===== src/rtl/hazard_stall_unit_if.sv =====
// Pipeline-side signal bundle for the hazard stall unit.
// The master modport is the stall unit's view; slave is the pipeline's view.
interface hazard_stall_unit_if;
  logic [5:0] IFID_Opcode;
  logic [4:0] IFID_Rs;
  logic [4:0] IFID_Rt;
  logic       IDEX_MemRead;
  logic [4:0] IDEX_Rt;
  logic       MEM_BranchTaken;
  logic       Controller_Write;
  logic       PC_Write;
  logic       IFID_Write;
  logic       IFID_Flush;
  logic       IDEX_Flush;
  logic       EXMEM_Flush;
  logic       Stall_Active;

  modport master (
    input  IFID_Opcode, IFID_Rs, IFID_Rt, IDEX_MemRead, IDEX_Rt, MEM_BranchTaken,
    output Controller_Write, PC_Write, IFID_Write,
    output IFID_Flush, IDEX_Flush, EXMEM_Flush, Stall_Active
  );

  modport slave (
    output IFID_Opcode, IFID_Rs, IFID_Rt, IDEX_MemRead, IDEX_Rt, MEM_BranchTaken,
    input  Controller_Write, PC_Write, IFID_Write,
    input  IFID_Flush, IDEX_Flush, EXMEM_Flush, Stall_Active
  );
endinterface


===== src/rtl/hazard_stall_unit.sv =====
// Load-use stall sequencer and branch flush generator for the ID stage.
// Define HAZARD_PERF_CNT_EN to add the Stall_Cycles / Flush_Events counters.
module hazard_stall_unit #(
  parameter int LOAD_USE_STALLS = 1,
  parameter int CNT_W           = 16
) (
  input  logic                clk,
  input  logic                rst_n,
  hazard_stall_unit_if.master pif
`ifdef HAZARD_PERF_CNT_EN
  ,
  output logic [CNT_W-1:0]    Stall_Cycles,
  output logic [CNT_W-1:0]    Flush_Events
`endif
);

  if (LOAD_USE_STALLS < 1 || LOAD_USE_STALLS > 7 || CNT_W < 1) begin : g_bad_cfg
    $error("hazard_stall_unit: LOAD_USE_STALLS must be 1..7 and CNT_W >= 1");
  end

  typedef enum logic {RUN, STALL} state_t;

  // First bubble is issued from RUN, so STALL only has to cover the rest.
  localparam logic [2:0] RELOAD = (LOAD_USE_STALLS > 1) ? 3'(LOAD_USE_STALLS - 2) : 3'd0;

  state_t     state, state_next;
  logic [2:0] cnt, cnt_next;
  logic       uses_rt, hz;
  logic       ctrl_write, pc_write, ifid_write, flush;

  assign uses_rt = (pif.IFID_Opcode == 6'd0)  || (pif.IFID_Opcode == 6'd4) ||
                   (pif.IFID_Opcode == 6'd5)  || (pif.IFID_Opcode == 6'd43);

  assign hz = pif.IDEX_MemRead && (pif.IDEX_Rt != 5'd0) &&
              ((pif.IDEX_Rt == pif.IFID_Rs) || (uses_rt && (pif.IDEX_Rt == pif.IFID_Rt)));

  always_ff @(posedge clk) begin
    if (!rst_n) begin
      state <= RUN;
      cnt   <= 3'd0;
    end else begin
      state <= state_next;
      cnt   <= cnt_next;
    end
  end

  // A taken branch outranks any stall and aborts one already in progress.
  always_comb begin
    state_next = state;
    cnt_next   = cnt;
    ctrl_write = 1'b0;
    pc_write   = 1'b1;
    ifid_write = 1'b1;
    flush      = 1'b0;
    if (!rst_n) begin
      ctrl_write = 1'b1;
      pc_write   = 1'b0;
      ifid_write = 1'b0;
      flush      = 1'b1;
      state_next = RUN;
      cnt_next   = 3'd0;
    end else if (pif.MEM_BranchTaken) begin
      ctrl_write = 1'b1;
      flush      = 1'b1;
      state_next = RUN;
      cnt_next   = 3'd0;
    end else begin
      case (state)
        RUN: begin
          if (hz) begin
            ctrl_write = 1'b1;
            pc_write   = 1'b0;
            ifid_write = 1'b0;
            if (LOAD_USE_STALLS > 1) begin
              state_next = STALL;
              cnt_next   = RELOAD;
            end
          end
        end
        STALL: begin
          ctrl_write = 1'b1;
          pc_write   = 1'b0;
          ifid_write = 1'b0;
          if (cnt == 3'd0) state_next = RUN;
          else             cnt_next   = cnt - 3'd1;
        end
        default: state_next = RUN;
      endcase
    end
  end

  assign pif.Controller_Write = ctrl_write;
  assign pif.PC_Write         = pc_write;
  assign pif.IFID_Write       = ifid_write;
  assign pif.IFID_Flush       = flush;
  assign pif.IDEX_Flush       = flush;
  assign pif.EXMEM_Flush      = flush;
  assign pif.Stall_Active     = rst_n && (state == STALL);

`ifdef HAZARD_PERF_CNT_EN
  always_ff @(posedge clk) begin
    if (!rst_n) begin
      Stall_Cycles <= '0;
      Flush_Events <= '0;
    end else begin
      if (!pc_write && (Stall_Cycles != '1)) Stall_Cycles <= Stall_Cycles + CNT_W'(1);
      if (pif.MEM_BranchTaken && (Flush_Events != '1)) Flush_Events <= Flush_Events + CNT_W'(1);
    end
  end
`endif

endmodule


===== src/flat_wrapper.sv =====
// flat-port wrapper written by rule: the top's interface ports become plain ports
module hazard_stall_unit_flat 
#(
  parameter int LOAD_USE_STALLS = 1,
  parameter int CNT_W           = 16
)
  (clk, rst_n, pif_IFID_Opcode, pif_IFID_Rs, pif_IFID_Rt, pif_IDEX_MemRead, pif_IDEX_Rt, pif_MEM_BranchTaken, pif_Controller_Write, pif_PC_Write, pif_IFID_Write, pif_IFID_Flush, pif_IDEX_Flush, pif_EXMEM_Flush, pif_Stall_Active);
  hazard_stall_unit_if pif_i ();
  input  logic clk;
  input  logic rst_n;
  input wire logic [$bits(pif_i.IFID_Opcode)-1:0] pif_IFID_Opcode;
  input wire logic [$bits(pif_i.IFID_Rs)-1:0] pif_IFID_Rs;
  input wire logic [$bits(pif_i.IFID_Rt)-1:0] pif_IFID_Rt;
  input wire logic [$bits(pif_i.IDEX_MemRead)-1:0] pif_IDEX_MemRead;
  input wire logic [$bits(pif_i.IDEX_Rt)-1:0] pif_IDEX_Rt;
  input wire logic [$bits(pif_i.MEM_BranchTaken)-1:0] pif_MEM_BranchTaken;
  output wire logic [$bits(pif_i.Controller_Write)-1:0] pif_Controller_Write;
  output wire logic [$bits(pif_i.PC_Write)-1:0] pif_PC_Write;
  output wire logic [$bits(pif_i.IFID_Write)-1:0] pif_IFID_Write;
  output wire logic [$bits(pif_i.IFID_Flush)-1:0] pif_IFID_Flush;
  output wire logic [$bits(pif_i.IDEX_Flush)-1:0] pif_IDEX_Flush;
  output wire logic [$bits(pif_i.EXMEM_Flush)-1:0] pif_EXMEM_Flush;
  output wire logic [$bits(pif_i.Stall_Active)-1:0] pif_Stall_Active;
  assign pif_i.IFID_Opcode = pif_IFID_Opcode;
  assign pif_i.IFID_Rs = pif_IFID_Rs;
  assign pif_i.IFID_Rt = pif_IFID_Rt;
  assign pif_i.IDEX_MemRead = pif_IDEX_MemRead;
  assign pif_i.IDEX_Rt = pif_IDEX_Rt;
  assign pif_i.MEM_BranchTaken = pif_MEM_BranchTaken;
  assign pif_Controller_Write = pif_i.Controller_Write;
  assign pif_PC_Write = pif_i.PC_Write;
  assign pif_IFID_Write = pif_i.IFID_Write;
  assign pif_IFID_Flush = pif_i.IFID_Flush;
  assign pif_IDEX_Flush = pif_i.IDEX_Flush;
  assign pif_EXMEM_Flush = pif_i.EXMEM_Flush;
  assign pif_Stall_Active = pif_i.Stall_Active;
  hazard_stall_unit #(.LOAD_USE_STALLS(LOAD_USE_STALLS), .CNT_W(CNT_W)) u_core (.clk(clk), .rst_n(rst_n), .pif(pif_i));
endmodule

===== config.mk =====
export PLATFORM = sky130hd
export DESIGN_NAME = hazard_stall_unit_flat
export DESIGN_NICKNAME = d
export VERILOG_FILES = /design/src/rtl/hazard_stall_unit_if.sv /design/src/rtl/hazard_stall_unit.sv /design/src/flat_wrapper.sv
export SDC_FILE = /design/constraint.sdc
export NUM_CORES = 1
export LEC_CHECK = 0
export BUFFER_PORTS_ARGS = -buffer_cell sky130_fd_sc_hd__buf_2
export CAP_MARGIN = 20
export CORE_MARGIN = 2
export CORE_UTILIZATION = 23
export CTS_BUF_LIST = sky130_fd_sc_hd__clkbuf_8
export DETAILED_ROUTE_END_ITERATION = 7
export GPL_ROUTABILITY_DRIVEN = 0
export GPL_TIMING_DRIVEN = 0
export PLACE_DENSITY_LB_ADDON = 0.05
export SLEW_MARGIN = 20
export SYNTH_ARGS = -nofsm -noshare
export SYNTH_HDL_FRONTEND = slang
export SYNTH_SLANG_ARGS = --single-unit

===== constraint.sdc =====
create_clock -name clk -period 2.8 [get_ports clk]
set_clock_uncertainty 0.05 [all_clocks]
set_input_delay 0.42 -clock clk [delete_from_list [all_inputs] [get_ports clk]]
set_output_delay 0.42 -clock clk [all_outputs]
set_load 0.1 [all_outputs]

==> impl_metrics.tcl, run 1 <==
set metrics [dict create \
    ant_nets 0 \
    setup_tns_ps 0 \
    path_clk_slew_ps 30 \
    grt_max_degree 9 \
    nets 117 \
    crit_path_cell_trace "buf_2, or4_1, o21a_1, o21ai_1, a41o_2, buf_4, buf_2" \
    final.min_clock_period_ps 2510 \
    critPathMaxFanout 3 \
    synth.top_cell.area_share_pct 19.5 \
    clk_latency_ps 220 \
    wirelength_um 918 \
    die-area_mm2 0.00214 \
    period_share_pct 89.8 \
    rows 15 \
    yosys_warnings 0 \
    synth.distinct_cells 24 \
    globalRoute.totalOverflow 0 \
    required_ps 2330 \
    max_freq_ghz 0.398 \
    yosysTopAreaCell "dfxtp_1" \
    die_h_um 46.2 \
    crit_top_cell "buf_2" \
    placed_area_um2 597 \
    cts_max_level 1 \
    outcome "finished clean" \
    cap_violations 0 \
    cts_resized 0 \
    start_util_pct 24.0 \
    via_per_inst 4.02 \
    slew_headroom_pct 67.8 \
    antenna_found_initial 0 \
    syn_nets 81 \
    p_leak_nw 0.303 \
    synth_area_leaders "dfxtp_1 (20%), xor2_1 (17%), xnor2_1 (6.4%)" \
    start_kind "input port" \
    cts_made_buffers 3 \
    cts_tree "built" \
    design_area_um2 638 \
    vias 454 \
    final_cell_mix "buf_2 (31), xor2_1 (8), nor2_1 (6)" \
    portBuffers 31 \
    clock_power_share_pct 44.3 \
    synth.avg_cell_area_um2 7.60 \
    cts_setup_buffers 0 \
    dieWidth_um 46.2 \
    antenna_cells 0 \
    critPathKind "input port to primary output" \
    track_usage_pct 9.95 \
    cts_sinks 4 \
    combPwrFrac_pct 34.4 \
    p_switching_mw 0.0902 \
    dpl.hpwl_um 810 \
    ir_drop_uv 385 \
    ys_ff_latch 4 \
    cts_root_buffer "clkbuf_8" \
    cpPeakStageDelay_ps 540 \
    grt_pass1_vias 385 \
    async_flop_share_pct 0 \
    syn_inst 54 \
    ys.flop_type "dfxtp_1" \
    drv_slew 0 \
    slowest_stage "or4_1" \
    final_common_cell "buf_2" \
    synth_edf_count 0 \
    max-clock-path-buffers 2 \
    rsz0062_at_grt "false" \
    io_pins 32 \
    hold_class "flop to flop" \
    cp.arrival_ps 2040 \
    cp-end-kind "primary output" \
    power.density_mw_per_mm2 423 \
    drive_above_1_share_pct 44.3 \
    switching_share_pct 33.5 \
    drtIter0Drc 0 \
    wl_per_cell_um 8.12 \
    hold_viol 0 \
    seq_power_share_pct 21.3 \
    ys_seq_area_share_pct 19.5 \
    intPower_mw 0.179 \
    firstDrtPassIters 1 \
    area_growth_syn_to_layout_pct 55.5 \
    setup_viol 0 \
    grt_pass1_wl_mm 1.46 \
    drcViolationCount 0 \
    hold_buffers 0 \
    netlist_area_um2 410 \
    worstMarginPinSlew_ps 486 \
    core_area_mm2 0.00171 \
]
-- flip-flops by register name (all words and copies together) (netlist names) --
signal        cells
u_core.cnt        3
u_core.state      1
-- final cells by class --
class	instances	area (um2)
clock buffer	3	41.3
timing repair buffer	31	155
sequential	4	80.1
inverter	4	15.0
multi-input combinational	43	293
fill	191	1070
buffer	3	22.5
tap	25	31.3
-- cell families (layout without fill, tap and decap cells) --
family	count (synthesis)	in the layout	share of synthesized area, %
xor gates and xnor gates	11	11	23.5
and+or+nand+nor	21	21	25.3
AOI/OAI and AO/OA	7	7	11.3
buffers and inverters	7	41	9.14
muxes	2	2	5.18
DFF	4	4	19.5
adders and majority gates	2	2	6.10
-- routing by layer --
layer	vias to the layer above	global-route usage (%)	part of all wire, %
met1	185	12.1	47
met3	0	7.06	8.5
met4	0	0	0
met2	19	15.3	45
li1	250	-	-
met5	-	0	0
-- per-stage QoR --
stage | util [%] | worst slack, ps | hold WS, ps | std cells | total power, mW
after floorplan | - | 24.4 | 425 | 54 | 0.123
after global placement | 34.9 | 290 | 455 | 110 | 0.152
after detailed placement | 34.9 | 274 | 457 | 110 | 0.152
after CTS | 37.4 | 271 | 465 | 113 | 0.275
after global routing | 37.4 | 194 | 509 | 113 | 0.284
final | 37.4 | 286 | 457 | 113 | 0.270
-- cell usage after synthesis, types with 2 or more instances --
cell type and instances:
nand2_1 3, buf_4 3, o21ai_0 2, nor3_1 2
nand2b_1 2, dfxtp_1 4, nand3_1 3, nor2_1 6
inv_1 4, ha_1 2, xor2_1 8, xnor2_1 3
-- power groups by stage --
stage / Sequential, mW / Combinational [mW] / Clock (mW)
2_1_floorplan: 0.0582 / 0.0647 / 0
3_3_place_gp: 0.0582 / 0.0935 / 0
3_5_place_dp: 0.0582 / 0.0937 / 0
4_1_cts: 0.0574 / 0.0938 / 0.123
5_1_grt: 0.0574 / 0.0999 / 0.126
6_report: 0.0574 / 0.0926 / 0.120
-- critical path, delay by kind of cell --
family / cells / cell delay [ps]
simple gates: 1 / 540
compound gates: 3 / 460
buf+inv: 3 / 620
-- worst paths after layout --
path | start | endpoint | slack (ps) | depth (start not counted)
worst max register to register | u_core.cnt[0] | u_core.cnt[1] | 1280 | 6
worst max-delay path | pif_IDEX_Rt[0] | pif_PC_Write | 290 | 7
worst min register to register | u_core.cnt[2] | u_core.cnt[2] | 460 | 2
worst min-delay path | u_core.cnt[2] | u_core.cnt[2] | 460 | 2
Note: power is estimated with default switching activity, not from simulation.
==> inputs of run 2 (changes only) <==
Settings changed: CORE_ASPECT_RATIO set to 1.1.
Clock period 2.8 ns to 2.2 ns, I/O delays scaled along.
==> impl_metrics.tcl, run 2 (synthesis results as in run 1) <==
set metrics [dict create \
    hold_class "flop to flop" \
    final.min_clock_period_ps 2110 \
    cp-end-kind "primary output" \
    wirelength_um 938 \
    outcome "finished clean" \
    combPwrFrac_pct 35.0 \
    grt_max_degree 9 \
    globalRoute.totalOverflow 0 \
    multi_input_area_um2 299 \
    rows 16 \
    cts_max_level 1 \
    ir_drop_uv 277 \
    drive_above_1_share_pct 45.5 \
    switching_share_pct 34.5 \
    dpl.hpwl_um 809 \
    cts_root_buffer "clkbuf_8" \
    grt_pass1_vias 435 \
    power.density_mw_per_mm2 550 \
    power.total_mw 0.359 \
    p_leak_nw 0.311 \
    portBuffers 31 \
    largestRegisters "u_core.cnt: 3 flops, u_core.state: 1 flops" \
    start_util_pct 23.8 \
    die_h_um 48.3 \
    wl_per_cell_um 8.85 \
    grt_pass1_wl_mm 1.72 \
    drv_slew 0 \
    clk_latency_ps 220 \
    max-clock-path-buffers 2 \
    setup_viol 0 \
    path_clk_slew_ps 30 \
    clock_power_share_pct 44.6 \
    utilization_pct 37.9 \
    p_switching_mw 0.124 \
    setup_tns_ps 0 \
    firstDrtPassIters 4 \
    rsz0062_at_grt "false" \
    drcViolationCount 0 \
    critPathMaxFanout 3 \
    antenna_found_initial 0 \
    hold_buffers 0 \
    vias 470 \
    critPathKind "input port to primary output" \
    setup_ws_ps 88.8 \
    hold_viol 0 \
    core_area_mm2 0.00172 \
    cts_sinks 4 \
    final_common_cell "buf_2" \
    dieWidth_um 44.3 \
    area_growth_syn_to_layout_pct 59.1 \
    worstMarginPinSlew_ps 484 \
    start_kind "input port" \
    antenna_cells 0 \
    cp.arrival_ps 1730 \
    ant_nets 0 \
    intPower_mw 0.235 \
    largest_reg_flops 3 \
    io_pins 32 \
    drtIter0Drc 2 \
    nets 117 \
    slew_headroom_pct 67.9 \
    regArea_um2 80.1 \
    track_usage_pct 11.2 \
    die-area_mm2 0.00214 \
    required_ps 1820 \
    final_cell_mix "buf_2 (29), xor2_1 (8), nor2_1 (6)" \
    cts_made_buffers 3 \
    regMostFlops "u_core.cnt" \
    seq_power_share_pct 20.3 \
    max_freq_ghz 0.474 \
    post-place-ws_ps -131 \
    cts_tree "built" \
    via_per_inst 4.43 \
    period_share_pct 96.0 \
    nFillCells 195 \
    cap_violations 0 \
]
[run 2: cell counts in the layout (fill, tap and decap cells not counted)]
Identical to the previous run, type by type.
[run 2: routing by layer]
metal  part of all wire (%)  vias to the layer above  GRT usage (%)
met2                     48                       20           16.2
met3                    9.1                        4           4.85
li1                       -                      250              -
met4                    2.9                        0           9.09
met1                     40                      196           12.4
met5                      0                        -              0
[run 2: final timing paths]
kind                                     start             end  slack, ps  cells after the start
worst max register to register   u_core.cnt[0]   u_core.cnt[1]        680                      6
worst min-delay path             u_core.cnt[2]   u_core.cnt[2]        460                      2
worst max-delay path            pif_IDEX_Rt[0]  pif_IFID_Write         90                      6
worst min register to register   u_core.cnt[2]   u_core.cnt[2]        460                      2
[run 2: critical path, cell delays in order]
cell     delay [ps]
buf_2           130
or4_1           540
o21a_1          200
o21ai_1         130
a41o_2          120
buf_4           280
[run 2: power groups by stage]
| stage | clock (mW) | combinational, mW | sequential (mW) |
|---|---|---|---|
| floorplan | 0 | 0.0824 | 0.0740 |
| CTS | 0.165 | 0.122 | 0.0730 |
| finish | 0.160 | 0.126 | 0.0730 |
| global placement | 0 | 0.118 | 0.0740 |
| global route | 0.178 | 0.135 | 0.0729 |
| detailed placement | 0 | 0.119 | 0.0740 |
[run 2: stage by stage]
step	instances	instance area (um2)	hold WS, ps
floorplan	54	410	425
global placement	103	588	455
detailed placement	103	588	457
CTS	106	638	467
global route	106	653	520
finish	106	653	464
[run 2: final cells by class]
class | count | area share (%)
Clock buffer | 3 | 6.32
Buffer | 3 | 3.45
Timing Repair Buffer | 31 | 26.4
Multi-Input combinational cell | 43 | 45.8
Sequential cell | 4 | 12.3
Tap cell | 18 | 3.45
Inverter | 4 | 2.30
[run 2: repair_timing]
| action | 4_1_cts | 5_1_grt |
|---|---|---|
| hold endpoints to repair | 0 | 0 |
| buffers inserted | 0 | 0 |
| setup endpoints to repair | 2 | 2 |
| gates resized for setup | 3 | 3 |
==> inputs of run 3 (changes only) <==
Settings changed: CORE_ASPECT_RATIO 1.1 to not set.
==> impl_metrics.tcl, run 3 (synthesis results as in run 1) <==
set metrics [dict create \
    largest_reg_flops 3 \
    setup_viol 0 \
    final_common_cell "buf_2" \
    cts_made_buffers 3 \
    grt_pass1_wl_mm 1.41 \
    wl_per_cell_um 8.19 \
    cts_sinks 4 \
    whs_path_depth 2 \
    dieWidth_um 46.2 \
    cap_violations 0 \
    start_kind "input port" \
    antenna_found_initial 0 \
    rows 15 \
    hold_viol 0 \
    path_clk_slew_ps 30 \
    drive_above_1_share_pct 44.3 \
    firstDrtPassIters 3 \
    antenna_cells 0 \
    period_share_pct 96.7 \
    required_ps 1820 \
    cpPeakStageDelay_ps 460 \
    portBuffers 31 \
    dp_cells 110 \
    critPathMaxFanout 3 \
    cts_root_buffer "clkbuf_8" \
    outcome "finished clean" \
    final_cell_mix "buf_2 (29), xor2_1 (8), nor2_1 (6)" \
    rr_worst_depth 6 \
    start_util_pct 24.0 \
    slowest_stage "buf_2" \
    crit_top_cell "buf_2" \
    max-clock-path-buffers 2 \
    ant_nets 0 \
    die-area_mm2 0.00214 \
    wirelength_um 926 \
    drcViolationCount 0 \
    largestRegisters "u_core.cnt: 3 flops, u_core.state: 1 flops" \
    rsz0062_at_grt "false" \
    globalRoute.totalOverflow 0 \
    clk_latency_ps 220 \
    cp-end-kind "primary output" \
    placed_area_um2 597 \
    crit_family "buffers and inverters" \
    track_usage_pct 9.39 \
    drtIter0Drc 2 \
    setup_ws_ps 72.5 \
    nets 117 \
    area_growth_syn_to_layout_pct 59.8 \
    crit_path_cell_trace "buf_2, xor2_1, nor4_1, nand4_1, o211ai_1, buf_2" \
    core_area_mm2 0.00171 \
    critPathBufInv 2 \
    via_per_inst 4.03 \
    post-place-ws_ps -137 \
    io_pins 32 \
    slew_headroom_pct 67.9 \
    ir_drop_uv 463 \
    power.density_mw_per_mm2 536 \
    grt_pass1_vias 389 \
    drv_slew 0 \
    die_h_um 46.2 \
    regMostFlops "u_core.cnt" \
    max_freq_ghz 0.470 \
    worstMarginPinSlew_ps 485 \
    final.min_clock_period_ps 2130 \
    cts_tree "built" \
    grt_max_degree 9 \
    design_area_um2 656 \
    cts_setup_buffers 0 \
    p_leak_nw 0.311 \
    cp.arrival_ps 1750 \
    vias 455 \
    cts_max_level 1 \
    setup_tns_ps 0 \
    finalNonFillerCells 113 \
    hold_class "flop to flop" \
    cp.depth 6 \
    critPathKind "input port to primary output" \
]
-- run 3: metal layers --
metal | vias up | track usage, % | part of all wire (%)
met5 | - | 0 | 0
met4 | 0 | 0 | 0
met3 | 0 | 5.88 | 6.9
met2 | 18 | 15.8 | 46
met1 | 187 | 10.7 | 47
li1 | 250 | - | -
-- run 3: worst paths after layout --
path | to | startpoint | slack (ps)
setup / recovery | pif_Controller_Write | pif_IDEX_Rt[2] | 70
hold / removal | u_core.cnt[2] | u_core.cnt[2] | 460
setup reg to reg | u_core.cnt[1] | u_core.cnt[0] | 680
hold reg to reg | u_core.cnt[2] | u_core.cnt[2] | 460
-- run 3: timing repair --
item	CTS	global route
hold buffers	0	0
endpoints found under the setup margin	2	1
resized for setup	3	2
-- run 3: worst register-to-register path: cells and delay by family (launching register included) --
kind / cells / cell delay [ps]
compound gates: 1 / 350
mux: 1 / 380
fa+ha+maj: 1 / 180
buf+inv: 2 / 140
simple gates: 1 / 80
flops: 1 / 280
-- run 3: final cells by class --
cell class                 count  area (um2)
inverter                       4        15.0
clock buffer                   3        41.3
buffer                         3        22.5
multi-input combinational     43         293
fill                         191        1050
timing repair buffer          31         173
tap                           25        31.3
sequential                     4        80.1
-- run 3: through the flow --
step | util (%) | total power [mW] | hold slack, ps
after global placement | 34.9 | 0.193 | 455
after CTS | 37.9 | 0.354 | 461
final | 38.4 | 0.352 | 456
after floorplan | - | 0.156 | 425
after detailed placement | 34.9 | 0.193 | 457
after global routing | 38.4 | 0.370 | 512
-- run 3: where the power goes --
| part | internal (mW) | switching, mW | leakage, nW | total, mW |
|---|---|---|---|---|
| Combinational | 0.0445 | 0.0800 | 0.257 | 0.125 |
| Clock | 0.117 | 0.0374 | 0.0216 | 0.154 |
| Sequential | 0.0730 | 0 | 0.0322 | 0.0730 |
